### src/rtl/sar_adc_ctrl_if.sv
// Board-side bundle of the SAR ADC sequencer: trigger/mode controls,
// comparator input, DAC drive and the conversion result toward consumers.
interface sar_adc_ctrl_if #(
  parameter int unsigned WIDTH = 8
);
  logic             start;
  logic             continuous;
  logic             cmp_in;
  logic [WIDTH-1:0] dac_code;
  logic             busy;
  logic             done;
  logic [WIDTH-1:0] result;
  logic             overrun;

  // Board / consumer side
  modport master (
    output start,
    output continuous,
    output cmp_in,
    input  dac_code,
    input  busy,
    input  done,
    input  result,
    input  overrun
  );

  // Sequencer side
  modport slave (
    input  start,
    input  continuous,
    input  cmp_in,
    output dac_code,
    output busy,
    output done,
    output result,
    output overrun
  );
endinterface

### src/rtl/sar_adc_ctrl.sv
// Successive-approximation sequencer for an R-2R DAC plus external comparator.
// Binary-searches the DAC code one bit per step, waiting SETTLE_CYCLES before
// each comparator decision; single-shot or periodic triggering.
// Optional feature macro: AVG4_EN -- each trigger runs four back-to-back
// conversions and reports their truncated mean.
module sar_adc_ctrl #(
  parameter int unsigned WIDTH         = 8,
  parameter int unsigned SETTLE_CYCLES = 100,
  parameter int unsigned SAMPLE_PERIOD = 100000
) (
  input  logic          clk,
  input  logic          reset,
  sar_adc_ctrl_if.slave bus
);

  localparam int unsigned IDX_W = $clog2(WIDTH);
  localparam int unsigned SET_W = $clog2(SETTLE_CYCLES);
  localparam int unsigned PER_W = $clog2(SAMPLE_PERIOD);

  localparam logic [IDX_W-1:0] IDX_MSB    = IDX_W'(WIDTH - 1);
  localparam logic [SET_W-1:0] SET_RELOAD = SET_W'(SETTLE_CYCLES - 1);
  localparam logic [PER_W-1:0] PER_RELOAD = PER_W'(SAMPLE_PERIOD - 1);
  localparam logic [WIDTH-1:0] CODE_MSB   = {1'b1, {(WIDTH-1){1'b0}}};

  // Parameter sanity checks at elaboration
  if (WIDTH < 2) begin : g_width_chk
    $error("sar_adc_ctrl: WIDTH must be >= 2");
  end
  if (SETTLE_CYCLES < 3) begin : g_settle_chk
    $error("sar_adc_ctrl: SETTLE_CYCLES must be >= 3");
  end
  if (SAMPLE_PERIOD < 2) begin : g_period_chk
    $error("sar_adc_ctrl: SAMPLE_PERIOD must be >= 2");
  end

  typedef enum logic [1:0] {
    ST_IDLE,
    ST_SETTLE,
    ST_DECIDE,
    ST_DONE
  } state_t;

  state_t           state_q;
  logic [IDX_W-1:0] idx_q;
  logic [SET_W-1:0] set_cnt_q;
  logic [PER_W-1:0] per_cnt_q;
  logic [1:0]       cmp_sync_q;
  logic             pending_q;
  logic [WIDTH-1:0] dac_q;
  logic [WIDTH-1:0] result_q;
  logic             busy_q;
  logic             done_q;
  logic             overrun_q;

  logic             tick_c;
  logic             trigger_c;
  logic [WIDTH-1:0] bit_c;
  logic [WIDTH-1:0] code_dec_c;

`ifdef AVG4_EN
  localparam int unsigned ACC_W = WIDTH + 2;
  logic [ACC_W-1:0] acc_q;
  logic [1:0]       conv_q;
  logic [ACC_W-1:0] sum_c;
`endif

  // Period tick, trigger qualification and the bit decision of the current step
  assign tick_c     = bus.continuous && (per_cnt_q == '0);
  assign trigger_c  = (state_q == ST_IDLE) && (bus.start || pending_q);
  assign bit_c      = WIDTH'(1) << idx_q;
  assign code_dec_c = cmp_sync_q[1] ? dac_q : (dac_q & ~bit_c);

`ifdef AVG4_EN
  assign sum_c = acc_q + ACC_W'(code_dec_c);
`endif

  // Two-flop synchroniser for the asynchronous comparator output
  always_ff @(posedge clk) begin
    if (reset) begin
      cmp_sync_q <= 2'b00;
    end else begin
      cmp_sync_q <= {cmp_sync_q[0], bus.cmp_in};
    end
  end

  // Free-running period counter, parked at its reload value outside continuous mode
  always_ff @(posedge clk) begin
    if (reset) begin
      per_cnt_q <= PER_RELOAD;
    end else if (!bus.continuous || (per_cnt_q == '0)) begin
      per_cnt_q <= PER_RELOAD;
    end else begin
      per_cnt_q <= per_cnt_q - PER_W'(1);
    end
  end

  // Pending trigger and sticky overrun: a tick that finds an unconsumed trigger is lost
  always_ff @(posedge clk) begin
    if (reset) begin
      pending_q <= 1'b0;
      overrun_q <= 1'b0;
    end else begin
      if (!bus.continuous) begin
        pending_q <= 1'b0;
      end else if (tick_c) begin
        pending_q <= 1'b1;
      end else if (trigger_c) begin
        pending_q <= 1'b0;
      end
      if (tick_c && pending_q && !trigger_c) begin
        overrun_q <= 1'b1;
      end
    end
  end

  // Conversion sequencer with registered outputs
  always_ff @(posedge clk) begin
    if (reset) begin
      state_q   <= ST_IDLE;
      idx_q     <= '0;
      set_cnt_q <= '0;
      dac_q     <= '0;
      result_q  <= '0;
      busy_q    <= 1'b0;
      done_q    <= 1'b0;
`ifdef AVG4_EN
      acc_q     <= '0;
      conv_q    <= 2'd0;
`endif
    end else begin
      done_q <= 1'b0;
      case (state_q)
        ST_IDLE: begin
          if (trigger_c) begin
            idx_q     <= IDX_MSB;
            dac_q     <= CODE_MSB;
            set_cnt_q <= SET_RELOAD;
            busy_q    <= 1'b1;
            state_q   <= ST_SETTLE;
`ifdef AVG4_EN
            acc_q     <= '0;
            conv_q    <= 2'd0;
`endif
          end
        end

        ST_SETTLE: begin
          if (set_cnt_q == '0) begin
            state_q <= ST_DECIDE;
          end else begin
            set_cnt_q <= set_cnt_q - SET_W'(1);
          end
        end

        ST_DECIDE: begin
          if (idx_q == '0) begin
            dac_q   <= code_dec_c;
            state_q <= ST_DONE;
`ifdef AVG4_EN
            if (conv_q == 2'd3) begin
              result_q <= sum_c[ACC_W-1:2];
              done_q   <= 1'b1;
            end else begin
              acc_q <= sum_c;
            end
`else
            result_q <= code_dec_c;
            done_q   <= 1'b1;
`endif
          end else begin
            // Keep/clear the current bit and trial-set the next lower one
            dac_q     <= code_dec_c | (bit_c >> 1);
            idx_q     <= idx_q - IDX_W'(1);
            set_cnt_q <= SET_RELOAD;
            state_q   <= ST_SETTLE;
          end
        end

        ST_DONE: begin
`ifdef AVG4_EN
          if (conv_q != 2'd3) begin
            // Restart the next of the four conversions without an IDLE gap
            conv_q    <= conv_q + 2'd1;
            idx_q     <= IDX_MSB;
            dac_q     <= CODE_MSB;
            set_cnt_q <= SET_RELOAD;
            state_q   <= ST_SETTLE;
          end else begin
            busy_q  <= 1'b0;
            state_q <= ST_IDLE;
          end
`else
          busy_q  <= 1'b0;
          state_q <= ST_IDLE;
`endif
        end

        default: begin
          state_q <= ST_IDLE;
        end
      endcase
    end
  end

  assign bus.dac_code = dac_q;
  assign bus.busy     = busy_q;
  assign bus.done     = done_q;
  assign bus.result   = result_q;
  assign bus.overrun  = overrun_q;

endmodule

### src/flat_wrapper.sv
// flat-port wrapper written by rule: the top's interface ports become plain ports
module sar_adc_ctrl_flat 
#(
  parameter int unsigned WIDTH         = 8,
  parameter int unsigned SETTLE_CYCLES = 100,
  parameter int unsigned SAMPLE_PERIOD = 100000
)
  (clk, reset, bus_start, bus_continuous, bus_cmp_in, bus_dac_code, bus_busy, bus_done, bus_result, bus_overrun);
  sar_adc_ctrl_if #(.WIDTH(WIDTH)) bus_i ();
  input  logic clk;
  input  logic reset;
  input wire logic [$bits(bus_i.start)-1:0] bus_start;
  input wire logic [$bits(bus_i.continuous)-1:0] bus_continuous;
  input wire logic [$bits(bus_i.cmp_in)-1:0] bus_cmp_in;
  output wire logic [$bits(bus_i.dac_code)-1:0] bus_dac_code;
  output wire logic [$bits(bus_i.busy)-1:0] bus_busy;
  output wire logic [$bits(bus_i.done)-1:0] bus_done;
  output wire logic [$bits(bus_i.result)-1:0] bus_result;
  output wire logic [$bits(bus_i.overrun)-1:0] bus_overrun;
  assign bus_i.start = bus_start;
  assign bus_i.continuous = bus_continuous;
  assign bus_i.cmp_in = bus_cmp_in;
  assign bus_dac_code = bus_i.dac_code;
  assign bus_busy = bus_i.busy;
  assign bus_done = bus_i.done;
  assign bus_result = bus_i.result;
  assign bus_overrun = bus_i.overrun;
  sar_adc_ctrl #(.WIDTH(WIDTH), .SETTLE_CYCLES(SETTLE_CYCLES), .SAMPLE_PERIOD(SAMPLE_PERIOD)) u_core (.clk(clk), .reset(reset), .bus(bus_i));
endmodule
### config.mk
export PLATFORM = sky130hd
export DESIGN_NAME = sar_adc_ctrl_flat
export DESIGN_NICKNAME = d
export VERILOG_FILES = /design/src/rtl/sar_adc_ctrl_if.sv /design/src/rtl/sar_adc_ctrl.sv /design/src/flat_wrapper.sv
export SDC_FILE = /design/constraint.sdc
export NUM_CORES = 1
export LEC_CHECK = 0
export BUFFER_PORTS_ARGS = -buffer_cell sky130_fd_sc_hd__buf_4
export CORE_UTILIZATION = 45
export DETAILED_ROUTE_END_ITERATION = 12
export SLEW_MARGIN = 30
export SYNTH_ARGS = -nofsm -noshare
export SYNTH_HDL_FRONTEND = slang
export SYNTH_SLANG_ARGS = --single-unit
### constraint.sdc
create_clock -name clk -period 3.85 [get_ports clk]
set_clock_uncertainty 0.2 [all_clocks]
set_input_delay 0.5775 -clock clk [delete_from_list [all_inputs] [get_ports clk]]
set_output_delay 0.5775 -clock clk [all_outputs]
set_load 0.01 [all_outputs]
* Yosys cells after proc, flatten, opt, wreduce, memory -nomap -nowiden
Index checks and enable logic that the tools add are counted.
Storage, ports and cells: bits in registers 51, output and inout port bits 19, word-level logic and storage cells 72
Operators by class: add/sub/neg operators 3, equality and inequality tests 7, shifts and indexed selects 1, muxes and demuxes 20, bitwise gates (word level) 5, reduce and logical (&&, ||, !) cells 25
Operators by type and width (count):
- two-way mux 8 bit | 3
- two-way mux 7 bit | 3
- one-hot mux 7 bit (3 select lines) | 1
- logical NOT 17 bit | 1
- subtractor 17 x 1 -> 17 bit (second input constant) | 1
- one-hot mux 8 bit (2 select lines) | 1
- AND 8 bit | 1
- inverter 8 bit | 1
- bitwise OR 8 x 7 -> 8 bit | 1
- one-hot mux 2 bit (4 select lines) | 1
- AND reduction 2 bit | 4
- << shifter 1 x 3 -> 8 bit (first input constant) | 1
- logical NOT 7 bit | 1
- subtractor 7 x 1 -> 7 bit (second input constant) | 1
- two-way mux 2 bit | 3
- two-way mux 3 bit | 2
- one-hot mux 3 bit (2 select lines) | 1
- nonzero test 2 bit | 3
- OR reduction 2 bit | 3
- == test 2 bit (second input constant) | 2
- logical AND 1 bit | 4
- two-way mux 1 bit | 4
- inequality test 2 x 1 -> 1 bit (second input constant) | 2
- inequality test 2 bit (second input constant) | 2
- 11 further kinds | 14

* Logic depth before layout (Yosys ltp)
depth in word-level cells 7, depth in mapped cells 8

* Least setup slack after synthesis
Ideal clock, no wire load.
path type register to register, from register u_core.per_cnt_q[0], to register u_core.per_cnt_q[0], library setup time 58 ps, arrival 1854 ps, data required time 3592 ps, slack 1738 ps, stages on the path, launching flop included 9, clock period less this slack 2112 ps, cell sequence dfxtp_1 > inv_1 > ha_1 > or4b_4 > nor4_4 > nand3b_2 > and2_4 > buf_6 > nand2_1
On the way: longest elaborated chain between the ends 3, elaborated cells between the ends (all ways) 4
RTL lines:
- start, declared | line sar_adc_ctrl.sv:46 | logic [PER_W-1:0] per_cnt_q;
- start signal, assigned | line sar_adc_ctrl.sv:93 | per_cnt_q <= per_cnt_q - PER_W'(1);
- parallel branches: the longest is 3 deep, another holds subtractor 17 x 1 -> 17 bit
Several ways; the timed one is not identified. A chain may end at the register's enable or synchronous reset.

* Worst setup path after layout
from register u_core.idx_q[0], to register u_core.idx_q[1]
On the way: longest elaborated chain between the ends 3, elaborated cells between the ends (all ways) 6
RTL lines:
- start, declared | line sar_adc_ctrl.sv:44 | logic [IDX_W-1:0] idx_q;
- start signal, assigned | line sar_adc_ctrl.sv:173 | idx_q <= idx_q - IDX_W'(1);
- subtractor 3 x 1 -> 3 bit or logical NOT 3 bit (tied branches) | line sar_adc_ctrl.sv:173, sar_adc_ctrl.sv:156
- two-way mux 3 bit or inequality test 2 bit (tied branches)
- one-hot mux 3 bit (2 select lines) or AND reduction 3 bit (tied branches)
Parallel ways exist; a longest one is shown, timed or not. The select of a mux whose other input is x is not followed.

==> run summary <==
STATUS
-------------------------------------------------------------------------------
Result of the run                                                  complete, no violations

PWR
-------------------------------------------------------------------------------
Power Dens Cells                                                   446.9 nW/um^2
Worst-case vdd ir drop                                              0.0002168 V
Leak                                                                  0.9802 nW
Combinational fraction of design power                                    0.126
Switching power of the nets                                         0.0002938 W
Share of total power consumed by net switching                           0.2520
Relative contribution of sequential cells to total power                  0.497
Internal power contribution                                         0.0008722 W
Power share of the clock group                                            0.376

FLOORPLANNING
-------------------------------------------------------------------------------
Starting Density                                                         0.4756
Std-Cell Core Area                                                    4817 um^2
Die Wd                                                                 73.35 um
Cell row count                                                               25
Die Height                                                             73.35 um
Number of top-level pins                                                     24
DIE AREA                                                              5380 um^2

CLOCK TREE
-------------------------------------------------------------------------------
Clock-pin slew on the worst setup and hold paths                          90 ps
Post-CTS repair timing setup buffer count                                     0
Total clock buffers created by CTS                                            5
Clock Path Buffers                                                            2
Post-CTS resize count                                                         0
Clk Latency, worst-skew pair                                             310 ps
Total of hold buffers inserted after clock tree synthesis                     0
Number of sinks handled by clock tree synthesis                              51
Root Buffer Master                                                 sky130_fd_sc_hd__clkbuf_8
TritonCTS clock tree                                                       done
CTS H-tree depth                                                              2

SYNTHESIS
-------------------------------------------------------------------------------
Syn nets                                                                    276
Seq/Total Area, Yosys                                                    0.4457
Flip-flop and latch count after synthesis                                    51
Mapped Avg Cell Area                                                 8.711 um^2
Syn Inst Count                                                              263
Warnings, synthesis                                                           0
Area of the mapped netlist                                            2291 um^2
Synth unique cells                                                           42

PLACEMENT
-------------------------------------------------------------------------------
Placed cell count                                                           344
Final weighted congestion of routability-driven global placement         0.7473
Final HPWL from detailed placement                                     3.142 mm
Pre-CTS worst setup slack                                               1434 ps
Port-buffer cells                                                            23

STA
-------------------------------------------------------------------------------
Slew at the pin closest to its max-slew limit                          838.5 ps
Setup Viol. Count Final                                                       0
Setup TNS                                                                  0 ps
Final WS setup                                                          1422 ps
Final Hold Violating Endpoints                                                0
Final period demand of the worst path                                   2428 ps
Highest clock frequency the design can meet                           411.9 MHz
Unrepaired setup endpoints after global routing                           false
Count of final max-slew check failures                                        0
Fin crit share                                                           0.6306
Headroom to the max-slew limit                                           0.4372

SETUP PATH
-------------------------------------------------------------------------------
CP Data Required Time                                                   3870 ps
Most Frequent Cell on Critical Path                                sky130_fd_sc_hd__inv_1
FF-to-FF setup slack                                                    1420 ps
R2R cell count                                                                6
Crit path max fanout                                                          6
Slowest-stage cell, CP                                             sky130_fd_sc_hd__a211oi_1
Worst setup path startpoint                                        u_core.idx_q[0]$_SDFFE_PP0P_
Capturing element type of the critical path                           flip-flop
Arr. time, crit path                                                    2450 ps
Crit-path max cell delay                                                 690 ps
Critical setup path kind                                           flip-flop to flip-flop
Startpoint of the worst-slack reg-to-reg timing path               u_core.idx_q[0]$_SDFFE_PP0P_
Worst setup SP type                                                   flip-flop
Reg-to-reg endpoint                                                u_core.idx_q[1]$_SDFFE_PP0P_
CP cell instances                                                  inv_1 > ha_1 > nor2b_1 > a211oi_1 > inv_1 > a221oi_1

GRT
-------------------------------------------------------------------------------
Grt total ovfl                                                                0
Initial antenna violation count                                               0
GRT Total Usage                                                          0.1925
Via count of the first global-routing pass                                 1741
Global-route wire length before repair                                 7.976 mm
Maximum number of pins on one net before global-route repair                 35

DRT
-------------------------------------------------------------------------------
Vias per cell                                                             5.188
Violation count after the first detailed-routing iteration                   74
Vias                                                                       1826
Per-cell routed wire length                                            12.77 um
Final Routed Wirelength                                                4.494 mm
1st-pass router iterations                                                    4
DRC                                                                           0
Number of antenna-violating nets in the routed design                         0

FINISH
-------------------------------------------------------------------------------
Share of layout cells above drive strength 1                             0.1368
Post-layout nets                                                            297
Area growth from synthesis to layout                                     13.87%
Antenna cell count                                                            0
Post-route non-filler standard cell count                                   352

WORST HOLD PATH
-------------------------------------------------------------------------------
Hold path cells                                                               1
Worst Hold Path EP                                                 u_core.per_cnt_q[0]$_SDFF_PP1_
Worst min path class                                               flip-flop to flip-flop
Launch instance of the worst min-delay path                        u_core.per_cnt_q[0]$_SDFF_PP1_

FLOW RUN
-------------------------------------------------------------------------------
Max capacitance violation total                                               0

==> critical path: cells and delay by family, from the launching register on <==
family / cells / cell delay, ps
buffers and inverters: 2 / 300
adders and majority gates: 1 / 280
DFF: 1 / 380
and+or+nand+nor: 1 / 210
AOI/OAI and AO/OA: 2 / 960
==> through the flow <==
| stage | hold WS, ps | instance area (um^2) | utilization | total power, W |
|---|---|---|---|---|
| after floorplan | 181.6 | 2291 | - | 0.0007071 |
| after global placement | 197.3 | 2476 | 0.5140 | 0.0007383 |
| after detailed placement | 201.8 | 2476 | 0.5140 | 0.0007394 |
| after CTS | 225.1 | 2609 | 0.5416 | 0.001177 |
| after global routing | 246.0 | 2609 | 0.5416 | 0.001223 |
| final | 221.1 | 2609 | 0.5416 | 0.001166 |
==> synthesized netlist by cell type (all sizes together) <==
cell type / number / area share
nand3b: 2 / 0.0082
nor2b: 7 / 0.019
a311oi: 1 / 0.0038
and3: 1 / 0.0033
o31ai: 2 / 0.0066
nand4b: 1 / 0.0038
a221oi: 1 / 0.0038
a211oi: 3 / 0.0098
dfxtp: 51 / 0.45
nor3b: 3 / 0.012
nor3: 12 / 0.026
o21ai: 12 / 0.026
inv: 11 / 0.018
nand2: 37 / 0.061
nor2: 22 / 0.036
ha: 8 / 0.044
xnor2: 10 / 0.038
nand3: 12 / 0.028
or2: 1 / 0.0027
a21boi: 3 / 0.0098
or4b: 1 / 0.0060
a31oi: 1 / 0.0027
a21oi: 24 / 0.052
buf: 2 / 0.0071
o22ai: 1 / 0.0027
nor4: 6 / 0.023
o211ai: 3 / 0.0098
and2: 2 / 0.0066
or4: 2 / 0.0082
a22o: 3 / 0.011
nand2b: 2 / 0.0055
bufbuf: 1 / 0.014
o2111ai: 1 / 0.0038
clkbuf: 6 / 0.0098
xor2: 8 / 0.031
==> flip-flops by register name (all words and copies together) (netlist names) <==
name                 flops
u_core.cmp_sync_q        2
u_core.pending_q         1
u_core.set_cnt_q         7
u_core.bus.result        8
u_core.bus.done          1
u_core.state_q           2
u_core.per_cnt_q        17
u_core.bus.overrun       1
u_core.bus.dac_code      8
u_core.idx_q             3
u_core.bus.busy          1
==> final cells by class <==
| class | instances | area [um^2] |
|---|---|---|
| Fill cell | 494 | 2208 |
| Inverter | 11 | 41.29 |
| Tap cell | 67 | 83.83 |
| Clock inverter | 2 | 60.06 |
| Clock buffer | 6 | 72.57 |
| Timing Repair Buffer | 23 | 172.7 |
| Sequential cell | 51 | 1021 |
| Multi-Input combinational cell | 192 | 1157 |
==> cells by family after synthesis <==
group,share of synthesized area
and+or+nand+nor,0.2496
AOI/OAI and AO/OA,0.1431
buffers and inverters,0.04915
DFF,0.4457
xor gates and xnor gates,0.06881
adders and majority gates,0.04369
==> routing by layer <==
metal / GRT usage / part of all wire
met5: 0 / 0
met4: 0.07051 / 0.016
met3: 0.04938 / 0.038
met2: 0.2922 / 0.41
met1: 0.2636 / 0.53
==> power groups by stage <==
| stage | combinational (W) | sequential (W) | clock [W] |
|---|---|---|---|
| after CTS | 0.000149 | 0.000580 | 0.000449 |
| after detailed placement | 0.000148 | 0.000592 | 0 |
| after floorplan | 0.000126 | 0.000581 | 0 |
| final | 0.000147 | 0.000580 | 0.000439 |
| after global routing | 0.000171 | 0.000585 | 0.000468 |
| after global placement | 0.000146 | 0.000593 | 0 |
==> worst max path at each step <==
stage                                      to  slack (ps)  cells after the start
2_1_floorplan  u_core.per_cnt_q[0]$_SDFF_PP1_        1740                      8
3_3_place_gp     u_core.idx_q[1]$_SDFFE_PP0P_        1430                      6
3_5_place_dp     u_core.idx_q[1]$_SDFFE_PP0P_        1430                      6
4_1_cts          u_core.idx_q[1]$_SDFFE_PP0P_        1420                      6
5_1_grt          u_core.idx_q[1]$_SDFFE_PP0P_        1170                      6
6_report         u_core.idx_q[1]$_SDFFE_PP0P_        1420                      6
==> placed cells by master, fill, tap and decap left out, types with 10 or more instances in the layout <==
cell type / n
sky130_fd_sc_hd__nand2_1: 37
sky130_fd_sc_hd__inv_1: 11
sky130_fd_sc_hd__o21ai_0: 12
sky130_fd_sc_hd__dfxtp_1: 51
sky130_fd_sc_hd__xnor2_1: 10
sky130_fd_sc_hd__nor3_1: 12
sky130_fd_sc_hd__nand3_1: 11
sky130_fd_sc_hd__nor2_1: 22
sky130_fd_sc_hd__buf_4: 23
sky130_fd_sc_hd__a21oi_1: 24
No activity file was read; power rests on OpenSTA's default activity.
